**src/rtl/gray_converter_arbiter_if.sv**
```systemverilog
// Request/converter/response bundle for gray_converter_arbiter.
// slave = arbiter side, master = requesters, shared converter and response consumer.
interface gray_converter_arbiter_if #(
  parameter int DATA_WIDTH = 8,
  parameter int NUM_REQ    = 4
);
  logic [NUM_REQ-1:0]            req_vld;
  logic [NUM_REQ-1:0]            req_rdy;
  logic [NUM_REQ*DATA_WIDTH-1:0] req_dat;
  logic                          conv_en;
  logic [DATA_WIDTH-1:0]         conv_gray_dat;
  logic [DATA_WIDTH-1:0]         conv_bin_dat;
  logic                          resp_vld;
  logic                          resp_rdy;
  logic [DATA_WIDTH-1:0]         resp_dat;
  logic [2:0]                    resp_id;
  logic                          busy;

  modport slave (
    input  req_vld, req_dat, conv_bin_dat, resp_rdy,
    output req_rdy, conv_en, conv_gray_dat, resp_vld, resp_dat, resp_id, busy
  );

  modport master (
    output req_vld, req_dat, conv_bin_dat, resp_rdy,
    input  req_rdy, conv_en, conv_gray_dat, resp_vld, resp_dat, resp_id, busy
  );
endinterface

```
**src/rtl/gray_converter_arbiter.sv**
```systemverilog
// Arbitrates NUM_REQ Gray-word requesters onto one shared Gray-to-binary converter (GRAY_ARB_FIXED_PRIORITY_EN: lowest index wins, else round-robin).
// Latency: accept edge -> resp_vld two cycles later; at most one conversion per 3 cycles.
// Backpressure: response held stable in RESPOND until resp_rdy; no request is granted meanwhile.
module gray_converter_arbiter #(
  parameter int DATA_WIDTH = 8,
  parameter int NUM_REQ    = 4
) (
  input  logic                    clk,
  input  logic                    rst_n,
  gray_converter_arbiter_if.slave bus
);
  localparam logic [1:0] IDLE    = 2'd0;
  localparam logic [1:0] CONVERT = 2'd1;
  localparam logic [1:0] RESPOND = 2'd2;
  localparam logic [NUM_REQ-1:0] ONE_HOT_LSB = NUM_REQ'(1);

  logic [1:0]            state;
  logic [DATA_WIDTH-1:0] gray_q;
  logic [DATA_WIDTH-1:0] bin_q;
  logic [2:0]            id_q;
  logic [2:0]            grant_idx;
  logic                  found;
  logic [DATA_WIDTH-1:0] grant_dat;
`ifndef GRAY_ARB_FIXED_PRIORITY_EN
  logic [2:0]            ptr;
`endif

  always_comb begin
    found     = 1'b0;
    grant_idx = '0;
`ifdef GRAY_ARB_FIXED_PRIORITY_EN
    for (int i = NUM_REQ - 1; i >= 0; i--) begin
      if (bus.req_vld[i]) begin
        found     = 1'b1;
        grant_idx = 3'(i);
      end
    end
`else
    // Walk k steps from ptr (wrapping); constant bit indices keep the select static.
    for (int k = 0; k < NUM_REQ; k++) begin
      for (int i = 0; i < NUM_REQ; i++) begin
        if (!found && bus.req_vld[i] && (i == (int'(ptr) + k) % NUM_REQ)) begin
          found     = 1'b1;
          grant_idx = 3'(i);
        end
      end
    end
`endif
  end

  always_comb begin
    grant_dat = '0;
    for (int i = 0; i < NUM_REQ; i++) begin
      if (grant_idx == 3'(i)) grant_dat = bus.req_dat[i*DATA_WIDTH +: DATA_WIDTH];
    end
  end

  // Reset gates the grant so req_rdy is low while rst_n is held, not only after an edge.
  assign bus.req_rdy       = (rst_n && state == IDLE && found) ? (ONE_HOT_LSB << grant_idx) : '0;
  assign bus.conv_en       = (state == CONVERT);
  assign bus.conv_gray_dat = (state == CONVERT) ? gray_q : '0;
  assign bus.resp_vld      = (state == RESPOND);
  assign bus.resp_dat      = bin_q;
  assign bus.resp_id       = id_q;
  assign bus.busy          = (state != IDLE);

  always_ff @(posedge clk or negedge rst_n) begin
    if (!rst_n) begin
      state  <= IDLE;
      gray_q <= '0;
      bin_q  <= '0;
      id_q   <= '0;
`ifndef GRAY_ARB_FIXED_PRIORITY_EN
      ptr    <= '0;
`endif
    end else begin
      case (state)
        IDLE: begin
          if (found) begin
            gray_q <= grant_dat;
            id_q   <= grant_idx;
`ifndef GRAY_ARB_FIXED_PRIORITY_EN
            ptr    <= 3'((int'(grant_idx) + 1) % NUM_REQ);
`endif
            state  <= CONVERT;
          end
        end
        CONVERT: begin
          bin_q <= bus.conv_bin_dat;
          state <= RESPOND;
        end
        RESPOND: begin
          if (bus.resp_rdy) state <= IDLE;
        end
        default: state <= IDLE;
      endcase
    end
  end
endmodule

```
**src/flat_wrapper.sv**
```systemverilog
// flat-port wrapper written by rule: the top's interface ports become plain ports
module gray_converter_arbiter_flat 
#(
  parameter int DATA_WIDTH = 8,
  parameter int NUM_REQ    = 4
)
  (clk, rst_n, bus_req_vld, bus_req_dat, bus_conv_bin_dat, bus_resp_rdy, bus_req_rdy, bus_conv_en, bus_conv_gray_dat, bus_resp_vld, bus_resp_dat, bus_resp_id, bus_busy);
  gray_converter_arbiter_if #(.DATA_WIDTH(DATA_WIDTH), .NUM_REQ(NUM_REQ)) bus_i ();
  input  logic clk;
  input  logic rst_n;
  input wire logic [$bits(bus_i.req_vld)-1:0] bus_req_vld;
  input wire logic [$bits(bus_i.req_dat)-1:0] bus_req_dat;
  input wire logic [$bits(bus_i.conv_bin_dat)-1:0] bus_conv_bin_dat;
  input wire logic [$bits(bus_i.resp_rdy)-1:0] bus_resp_rdy;
  output wire logic [$bits(bus_i.req_rdy)-1:0] bus_req_rdy;
  output wire logic [$bits(bus_i.conv_en)-1:0] bus_conv_en;
  output wire logic [$bits(bus_i.conv_gray_dat)-1:0] bus_conv_gray_dat;
  output wire logic [$bits(bus_i.resp_vld)-1:0] bus_resp_vld;
  output wire logic [$bits(bus_i.resp_dat)-1:0] bus_resp_dat;
  output wire logic [$bits(bus_i.resp_id)-1:0] bus_resp_id;
  output wire logic [$bits(bus_i.busy)-1:0] bus_busy;
  assign bus_i.req_vld = bus_req_vld;
  assign bus_i.req_dat = bus_req_dat;
  assign bus_i.conv_bin_dat = bus_conv_bin_dat;
  assign bus_i.resp_rdy = bus_resp_rdy;
  assign bus_req_rdy = bus_i.req_rdy;
  assign bus_conv_en = bus_i.conv_en;
  assign bus_conv_gray_dat = bus_i.conv_gray_dat;
  assign bus_resp_vld = bus_i.resp_vld;
  assign bus_resp_dat = bus_i.resp_dat;
  assign bus_resp_id = bus_i.resp_id;
  assign bus_busy = bus_i.busy;
  gray_converter_arbiter #(.DATA_WIDTH(DATA_WIDTH), .NUM_REQ(NUM_REQ)) u_core (.clk(clk), .rst_n(rst_n), .bus(bus_i));
endmodule
```
**config.mk**
```make
export PLATFORM = sky130hd
export DESIGN_NAME = gray_converter_arbiter_flat
export DESIGN_NICKNAME = d
export VERILOG_FILES = /design/src/rtl/gray_converter_arbiter_if.sv /design/src/rtl/gray_converter_arbiter.sv /design/src/flat_wrapper.sv
export SDC_FILE = /design/constraint.sdc
export NUM_CORES = 1
export LEC_CHECK = 0
export ABC_AREA = 1
export CAP_MARGIN = 20
export CORE_MARGIN = 2
export CORE_UTILIZATION = 37
export CTS_CLUSTER_SIZE = 14
export DETAILED_ROUTE_END_ITERATION = 8
export PLACE_DENSITY = 0.76
export SLEW_MARGIN = 5
export SYNTH_ARGS = -nofsm -noshare
export SYNTH_HDL_FRONTEND = slang
export SYNTH_SLANG_ARGS = --single-unit
```
**constraint.sdc**
```tcl
create_clock -name clk -period 2.79 [get_ports clk]
set_input_delay 0.4185 -clock clk [delete_from_list [all_inputs] [get_ports clk]]
set_output_delay 0.4185 -clock clk [all_outputs]
set_load 0.005 [all_outputs]
```
==> flow_metrics.py <==
metrics = {
    "run_status": {
        "status": "finished with violations",
        "violations": "negative setup slack",
    },
    "routing": {
        "drtAntennaViolNets": 0,
        "dr_total_vias": 1895,
        "wl_per_cell_um": 12.0,
        "vias_per_cell": 4.81,
        "drt_iter0_markers": 50,
        "wirelength_um": 4720,
        "drt_first_pass_iters": 4,
        "drc": 0,
    },
    "die": {
        "die_h_um": 68.9,
        "io_pins": 73,
        "core_area_um2": 4030,
        "start_util": 0.387,
        "die_w_um": 68.9,
        "die_area_um2": 4750,
        "row_count": 23,
    },
    "global_route": {
        "grt_start_max_net_pins": 23,
        "antenna_found_initial": 0,
        "grt.total_usage": 0.204,
        "grt_first_pass_wirelength_um": 7380,
        "gr-total-overflow": 0,
        "grt_pass1_vias": 1699,
    },
    "final_layout": {
        "stdcell_count": 394,
        "nNetsFinal": 396,
        "design_area_um2": 2750,
        "drive_above_1_share": 0.238,
        "diodes": 0,
        "area_growth_pct": 76.4,
        "nFillCells": 373,
    },
    "sta": {
        "period_share": 1.05,
        "totalNegativeSetupSlack_ns": -0.517,
        "slew_headroom": 0.469,
        "rsz0062_at_grt": "true",
        "finalSetupViolations": 7,
        "worst_slew_pin_slew_ns": 0.794,
        "final-hold-violation-count": 0,
        "fin_worst_skew_ns": 0.00681,
        "post-route-min-period_ns": 2.93,
        "final_max_slew_viol_count": 0,
        "fin_ws_ns": -0.139,
        "fmax_mhz": 341,
    },
    "synthesis": {
        "async_flop_share": 1.00,
        "synth_top_area_frac": 0.353,
        "yosysUniqueCellTypes": 22,
        "synthTopCellsByCount": "nand2_1, nor2_1, inv_1",
        "syn-num-nets": 297,
        "synth.most_common_cell": "nand2_1",
        "ys_seq_area_frac": 0.353,
        "synthesis.area_um2": 1560,
        "ys_seq_elements": 22,
        "synth_top_family_by_area": "simple AND/OR/NAND/NOR gates",
        "avgSynthCellArea_um2": 6.34,
        "synthSimpleGateAreaFrac": 0.415,
        "synth.mux.area_fraction": 0,
        "synth_compound_area_frac": 0.0882,
        "ys_top_cells_by_area": "dfrtp_1, nand2_1, nor2_1, inv_1, o21ai_0",
        "synth_xor_area_frac": 0,
        "synth-edff-count": 0,
        "synth_area_leader_cell": "dfrtp_1",
        "ys_warn_count": 0,
        "synthAdderAreaFrac": 0.0321,
        "syn-instance-count": 246,
        "synth_flop_cell": "dfrtp_1",
    },
    "clock_tree": {
        "clockBufferDepth": 2,
        "h-tree-depth": 1,
        "tritoncts": "done",
        "cts_root_buf": "clkbuf_8",
        "cts.sinks": 22,
        "clk_pin_slew_ns": 0.08,
        "worstSkewPairLatency_ns": 0.26,
        "cts_buffers": 3,
    },
    "power": {
        "leakage_nw": 1.32,
        "power_density_nw_per_um2": 1290,
        "ir_worst_vdd_mv": 1.09,
    },
    "worst_setup_path": {
        "arrival_ns": 2.51,
        "startpoint_type": "register",
        "worstSetupEndpointType": "primary output",
        "cp_max_fo": 7,
        "reg2reg_slack_ns": -0.04,
        "crit_required_ns": 2.37,
        "crit_type": "reg -> out",
    },
    "placement": {
        "place_area_um2": 2460,
        "pre_cts_slack_ns": -0.591,
        "io_buffers": 71,
        "dpl.cell_count": 381,
        "gp_congestion": 0.851,
        "place_hpwl_um": 3370,
    },
    "run": {
        "cap_violations": 0,
    },
    "hold_path": {
        "hold_path_class": "reg -> reg",
    },
}
[path summary, 6_finish.rpt]
check	startpoint	endpoint	depth (start not counted)
max	u_core.ptr[0]	bus_req_rdy[1]	17
min	u_core.bus.resp_dat[2]	u_core.bus.resp_dat[2]	2
max reg2reg	u_core.ptr[0]	u_core.gray_q[0]	22
min reg2reg	u_core.bus.resp_dat[2]	u_core.bus.resp_dat[2]	2
max in group asynchronous	rst_n	u_core.ptr[1]	2
min in group asynchronous	rst_n	u_core.bus.resp_dat[0]	2
[repair_timing]
action | in CTS | in global routing
hold buffers | 0 | 0
gates resized for setup | 60 | 18
endpoints found under the hold margin | 0 | 0
pin swaps | 15 | 21
setup endpoints to repair | 12 | 12
setup buffers | 6 | 4
[flip-flops by register name, indices dropped and copies added, names as in the netlist]
signal and count:
u_core.ptr 2, u_core.bus.resp_id 2, u_core.gray_q 8, u_core.bus.resp_dat 8, u_core.state 2
[per-layer routing]
metal / vias to the layer above / wire [um] / global-route usage
met1: 836 / 2000 / 0.251
met4: 0 / 76 / 0.0466
li1: 957 / - / -
met3: 10 / 416 / 0.0422
met5: - / 0 / 0
met2: 92 / 2230 / 0.364
[cell usage in the layout, fill, tap and decap left out, drive strengths merged, types with 2 or more instances in the layout]
| cell type | n |
|---|---|
| inv | 29 |
| nand4 | 5 |
| dlygate4sd2 | 4 |
| buf | 37 |
| nand3 | 18 |
| nor3 | 2 |
| nor2 | 33 |
| clkdlybuf4s50 | 63 |
| o21ai | 18 |
| ha | 4 |
| dfrtp | 22 |
| a21oi | 8 |
| clkbuf | 3 |
| nand2 | 94 |
[critical path: stages (launching register included)]
cell,delay (ns)
dfrtp_2,0.49
inv_2,0.07
nand3_2,0.08
nand2_2,0.08
nor2_4,0.14
nand4_4,0.10
nor2_2,0.11
nand4_2,0.12
nor2_4,0.16
nand2_2,0.08
nor2_4,0.15
nand3_4,0.14
nand2_8,0.13
inv_6,0.04
ha_4,0.16
inv_4,0.05
nor2_2,0.03
buf_2,0.12
[area by class of cell]
type,count,area [um2],share of cell area
clock buffers,3,41.3,0.0150
multi-input cells,184,1010,0.366
repair buffers,104,937,0.340
well taps,50,62.6,0.0227
flip-flops and latches,22,553,0.201
inverters,30,120,0.0436
clock inverters,1,30.0,0.0109
[stage by stage]
stage / hold slack, ns / utilization / total power, mW
5_1_grt: 0.507 / 0.683 / 3.90
3_3_place_gp: 0.454 / 0.610 / 2.63
4_1_cts: 0.479 / 0.670 / 3.34
6_report: 0.475 / 0.683 / 3.56
3_5_place_dp: 0.459 / 0.610 / 2.68
2_1_floorplan: 0.123 / - / 1.85
[where the power goes]
part,total (mW),internal [mW],switching (mW)
clock network,0.292,0.191,0.101
registers,0.600,0.484,0.116
logic,2.66,1.27,1.40
[cell families (layout without fill, tap and decap cells)]
logic type	count (synthesis)	count (layout)
other cells	1	1
compound gates	27	27
simple gates	152	152
flops	22	22
fa+ha+maj	4	4
buf+inv	40	138
Power figures use the tool's default switching activity.
==> RTL edit: new RTL, config.mk and constraints unchanged <==
`DATA_WIDTH` is set to 8 in 3 places; all go to 12.
--- a/src/rtl/gray_converter_arbiter_if.sv
+++ b/src/rtl/gray_converter_arbiter_if.sv
@@ -3,3 +3,3 @@
 interface gray_converter_arbiter_if #(
-  parameter int DATA_WIDTH = 8,
+  parameter int DATA_WIDTH = 12,
   parameter int NUM_REQ    = 4
--- a/src/rtl/gray_converter_arbiter.sv
+++ b/src/rtl/gray_converter_arbiter.sv
@@ -4,3 +4,3 @@
 module gray_converter_arbiter #(
-  parameter int DATA_WIDTH = 8,
+  parameter int DATA_WIDTH = 12,
   parameter int NUM_REQ    = 4
--- a/src/flat_wrapper.sv
+++ b/src/flat_wrapper.sv
@@ -3,3 +3,3 @@
 #(
-  parameter int DATA_WIDTH = 8,
+  parameter int DATA_WIDTH = 12,
   parameter int NUM_REQ    = 4
Ports: changed (resized bus_conv_bin_dat, bus_conv_gray_dat, bus_req_dat and bus_resp_dat); port bits go from 73 to 101. No check against the original RTL was run, so the function may have changed too.
==> RTL edit against the original RTL <==
The run still ends with negative setup slack left; non-clock buffer count is 52 higher; hold slack got worse by 0.0039 ns; register-to-register slack worse by 0.26 ns; combinational power up 33%; setup slack lost 0.18 ns; cell area increased by 36%; area after synthesis increased by 32%; first-iteration DRC count grew 110%; die area rose by 30%; total power grew 32%; synthesized cell count rose by 27%; routed wire length is 54% higher; sequential cell count up 8; critical path type unchanged; critical endpoint is now bus_req_rdy[0]; largest cell class is now non-clock buffers.
==> RTL edit: results (changes against the original RTL) <==
<table>
<tr><th>Metric</th><th>Value</th></tr>
<tr><th colspan="2">Run status</th></tr>
<tr><td>Outcome</td><td>complete, but fails checks</td></tr>
<tr><td>Violated checks</td><td>negative setup slack</td></tr>
<tr><th colspan="2">Power</th></tr>
<tr><td>Switching Share</td><td>46.3% (+0.95 points)</td></tr>
<tr><td>Worst vdd ir</td><td>0.00127 V (+17%)</td></tr>
<tr><th colspan="2">Global routing</th></tr>
<tr><td>Global-route wire length before repair</td><td>11.4 mm (+55%)</td></tr>
<tr><td>GRT Total Usage</td><td>23.4% (+3.0 points)</td></tr>
<tr><td>Met1 track utilization from global routing</td><td>28.7% (+3.5 points)</td></tr>
<tr><td>Global-route track usage on met2</td><td>38.5% (+2.1 points)</td></tr>
<tr><th colspan="2">Clock network</th></tr>
<tr><td>TritonCTS buffer count</td><td>5 (+2)</td></tr>
<tr><th colspan="2">Yosys</th></tr>
<tr><td>Cell types occupying the most area after synthesis</td><td>dfrtp_1 (36%), nand2_1 (17%), nand3_1 (8.2%)</td></tr>
<tr><td>Number of unique standard cell types used by synthesis</td><td>27 (+23%)</td></tr>
<tr><td>Synth Net Count</td><td>383 (+29%)</td></tr>
<tr><td>Fraction of the yosys area taken by sequential cells</td><td>36.4% (+1.1 points)</td></tr>
<tr><th colspan="2">Place</th></tr>
<tr><td>Cell area after placement</td><td>3300 sq um (+34%)</td></tr>
<tr><td>Port Buffers</td><td>99 (+39%)</td></tr>
<tr><td>Placed cell count</td><td>498 (+31%)</td></tr>
<tr><th colspan="2">Cells and area</th></tr>
<tr><td>Proportion of layout cells with a drive suffix above 1</td><td>24.8% (+0.95 points)</td></tr>
<tr><td>Fillers</td><td>432 (+16%)</td></tr>
<tr><td>Fin cells</td><td>532 (+35%)</td></tr>
<tr><th colspan="2">Timing</th></tr>
<tr><td>Post-route setup slack</td><td>-0.320 ns (-0.180 ns)</td></tr>
<tr><td>Final setup vio count</td><td>16 (+9)</td></tr>
<tr><td>Worst Clk Skew</td><td>0.00624 ns (-0.000569 ns)</td></tr>
<tr><th colspan="2">Worst setup path</th></tr>
<tr><td>Startpoint of the most critical register-to-register path</td><td>u_core.ptr[1]</td></tr>
<tr><th colspan="2">Detailed routing</th></tr>
<tr><td>Routed wire per std cell</td><td>13.6 um (+14%)</td></tr>
<tr><td>Total vias in the final route</td><td>2,574 (+36%)</td></tr>
<tr><th colspan="2">Worst hold path</th></tr>
<tr><td>Worst min-delay path startpoint</td><td>u_core.bus.resp_dat[3]</td></tr>
</table>
==> RTL edit: cell families (layout without fill, tap and decap cells) <==
| logic type | Yosys count | in the layout | share of synthesized area (%) |
|---|---|---|---|
| AND/OR/NAND/NOR | 185 | 185 | 40.8 |
| other | 1 | 1 | 0.182 |
| AO/OA/AOI/OAI | 40 | 40 | 9.95 |
| flip-flops | 30 | 30 | 36.4 |
| adder cells (fa/ha/maj) | 4 | 4 | 2.43 |
| buffers and inverters | 52 | 200 | 10.2 |
==> RTL edit: power groups by stage <==
stage          clock network, W  registers (W)  logic [W]
2_1_floorplan                 0       0.000793    0.00172
3_3_place_gp                  0       0.000798    0.00270
3_5_place_dp                  0       0.000806    0.00277
4_1_cts                0.000322       0.000813    0.00324
5_1_grt                0.000345       0.000849    0.00391
6_report               0.000313       0.000819    0.00355
==> RTL edit: stage by stage <==
stage | power (W) | TNS [ns] | setup slack, ns | util, %
after floorplan | 0.00251 | 0 | 0.00122 | -
after global placement | 0.00349 | -5.65 | -0.468 | 60.6
after detailed placement | 0.00358 | -8.31 | -0.660 | 60.6
after CTS | 0.00438 | -1.15 | -0.161 | 67.8
after global routing | 0.00510 | -6.24 | -0.486 | 68.7
final | 0.00468 | -3.84 | -0.320 | 68.7
==> RTL edit: area by class of cell <==
| cell class | instances | share of cell area [%] |
|---|---|---|
| multi-input cells | 230 | 33.2 |
| flip-flops and latches | 30 | 20.2 |
| well taps | 72 | 2.41 |
| clock buffers | 5 | 1.84 |
| repair buffers | 156 | 38.4 |
| clock inverters | 2 | 0.268 |
| inverters | 37 | 3.72 |
==> RTL edit: timing repair <==
action | CTS | global route
gates resized for setup | 55 | 21
endpoints found under the setup margin | 16 | 20
pin swaps | 21 | 12
endpoints found under the hold margin | 0 | 0
setup buffers | 31 | 3
==> RTL edit: worst max-delay path, cell delays in order (launching register included) <==
cell and delay [ns]:
dfrtp_2 0.48, nor2_4 0.14, buf_4 0.13, nand2_1 0.09, nand4_4 0.13, buf_4 0.13, nor3_2 0.04, buf_4 0.13
nor2_1 0.14, o211ai_1 0.13, nor2_1 0.14, nand2_2 0.12, inv_2 0.08, ha_2 0.17, inv_1 0.04, nor2_1 0.09
dlygate4sd2_1 0.24
==> RTL edit: per-layer routing <==
layer,routed length (um),part of all wire [%]
met3,702,9.7
met1,2830,39
met2,3500,48
met4,216,3.0
met5,0,0
==> RTL edit: final timing paths <==
kind                                          end  slack, ns  cells after the start
min reg2reg                u_core.bus.resp_dat[3]       0.47                      2
min                        u_core.bus.resp_dat[3]       0.47                      2
max reg2reg                     u_core.gray_q[10]      -0.30                     23
max in group asynchronous           u_core.ptr[0]       1.86                      2
min in group asynchronous  u_core.bus.resp_dat[3]       0.64                      2
max                                bus_req_rdy[0]      -0.32                     16
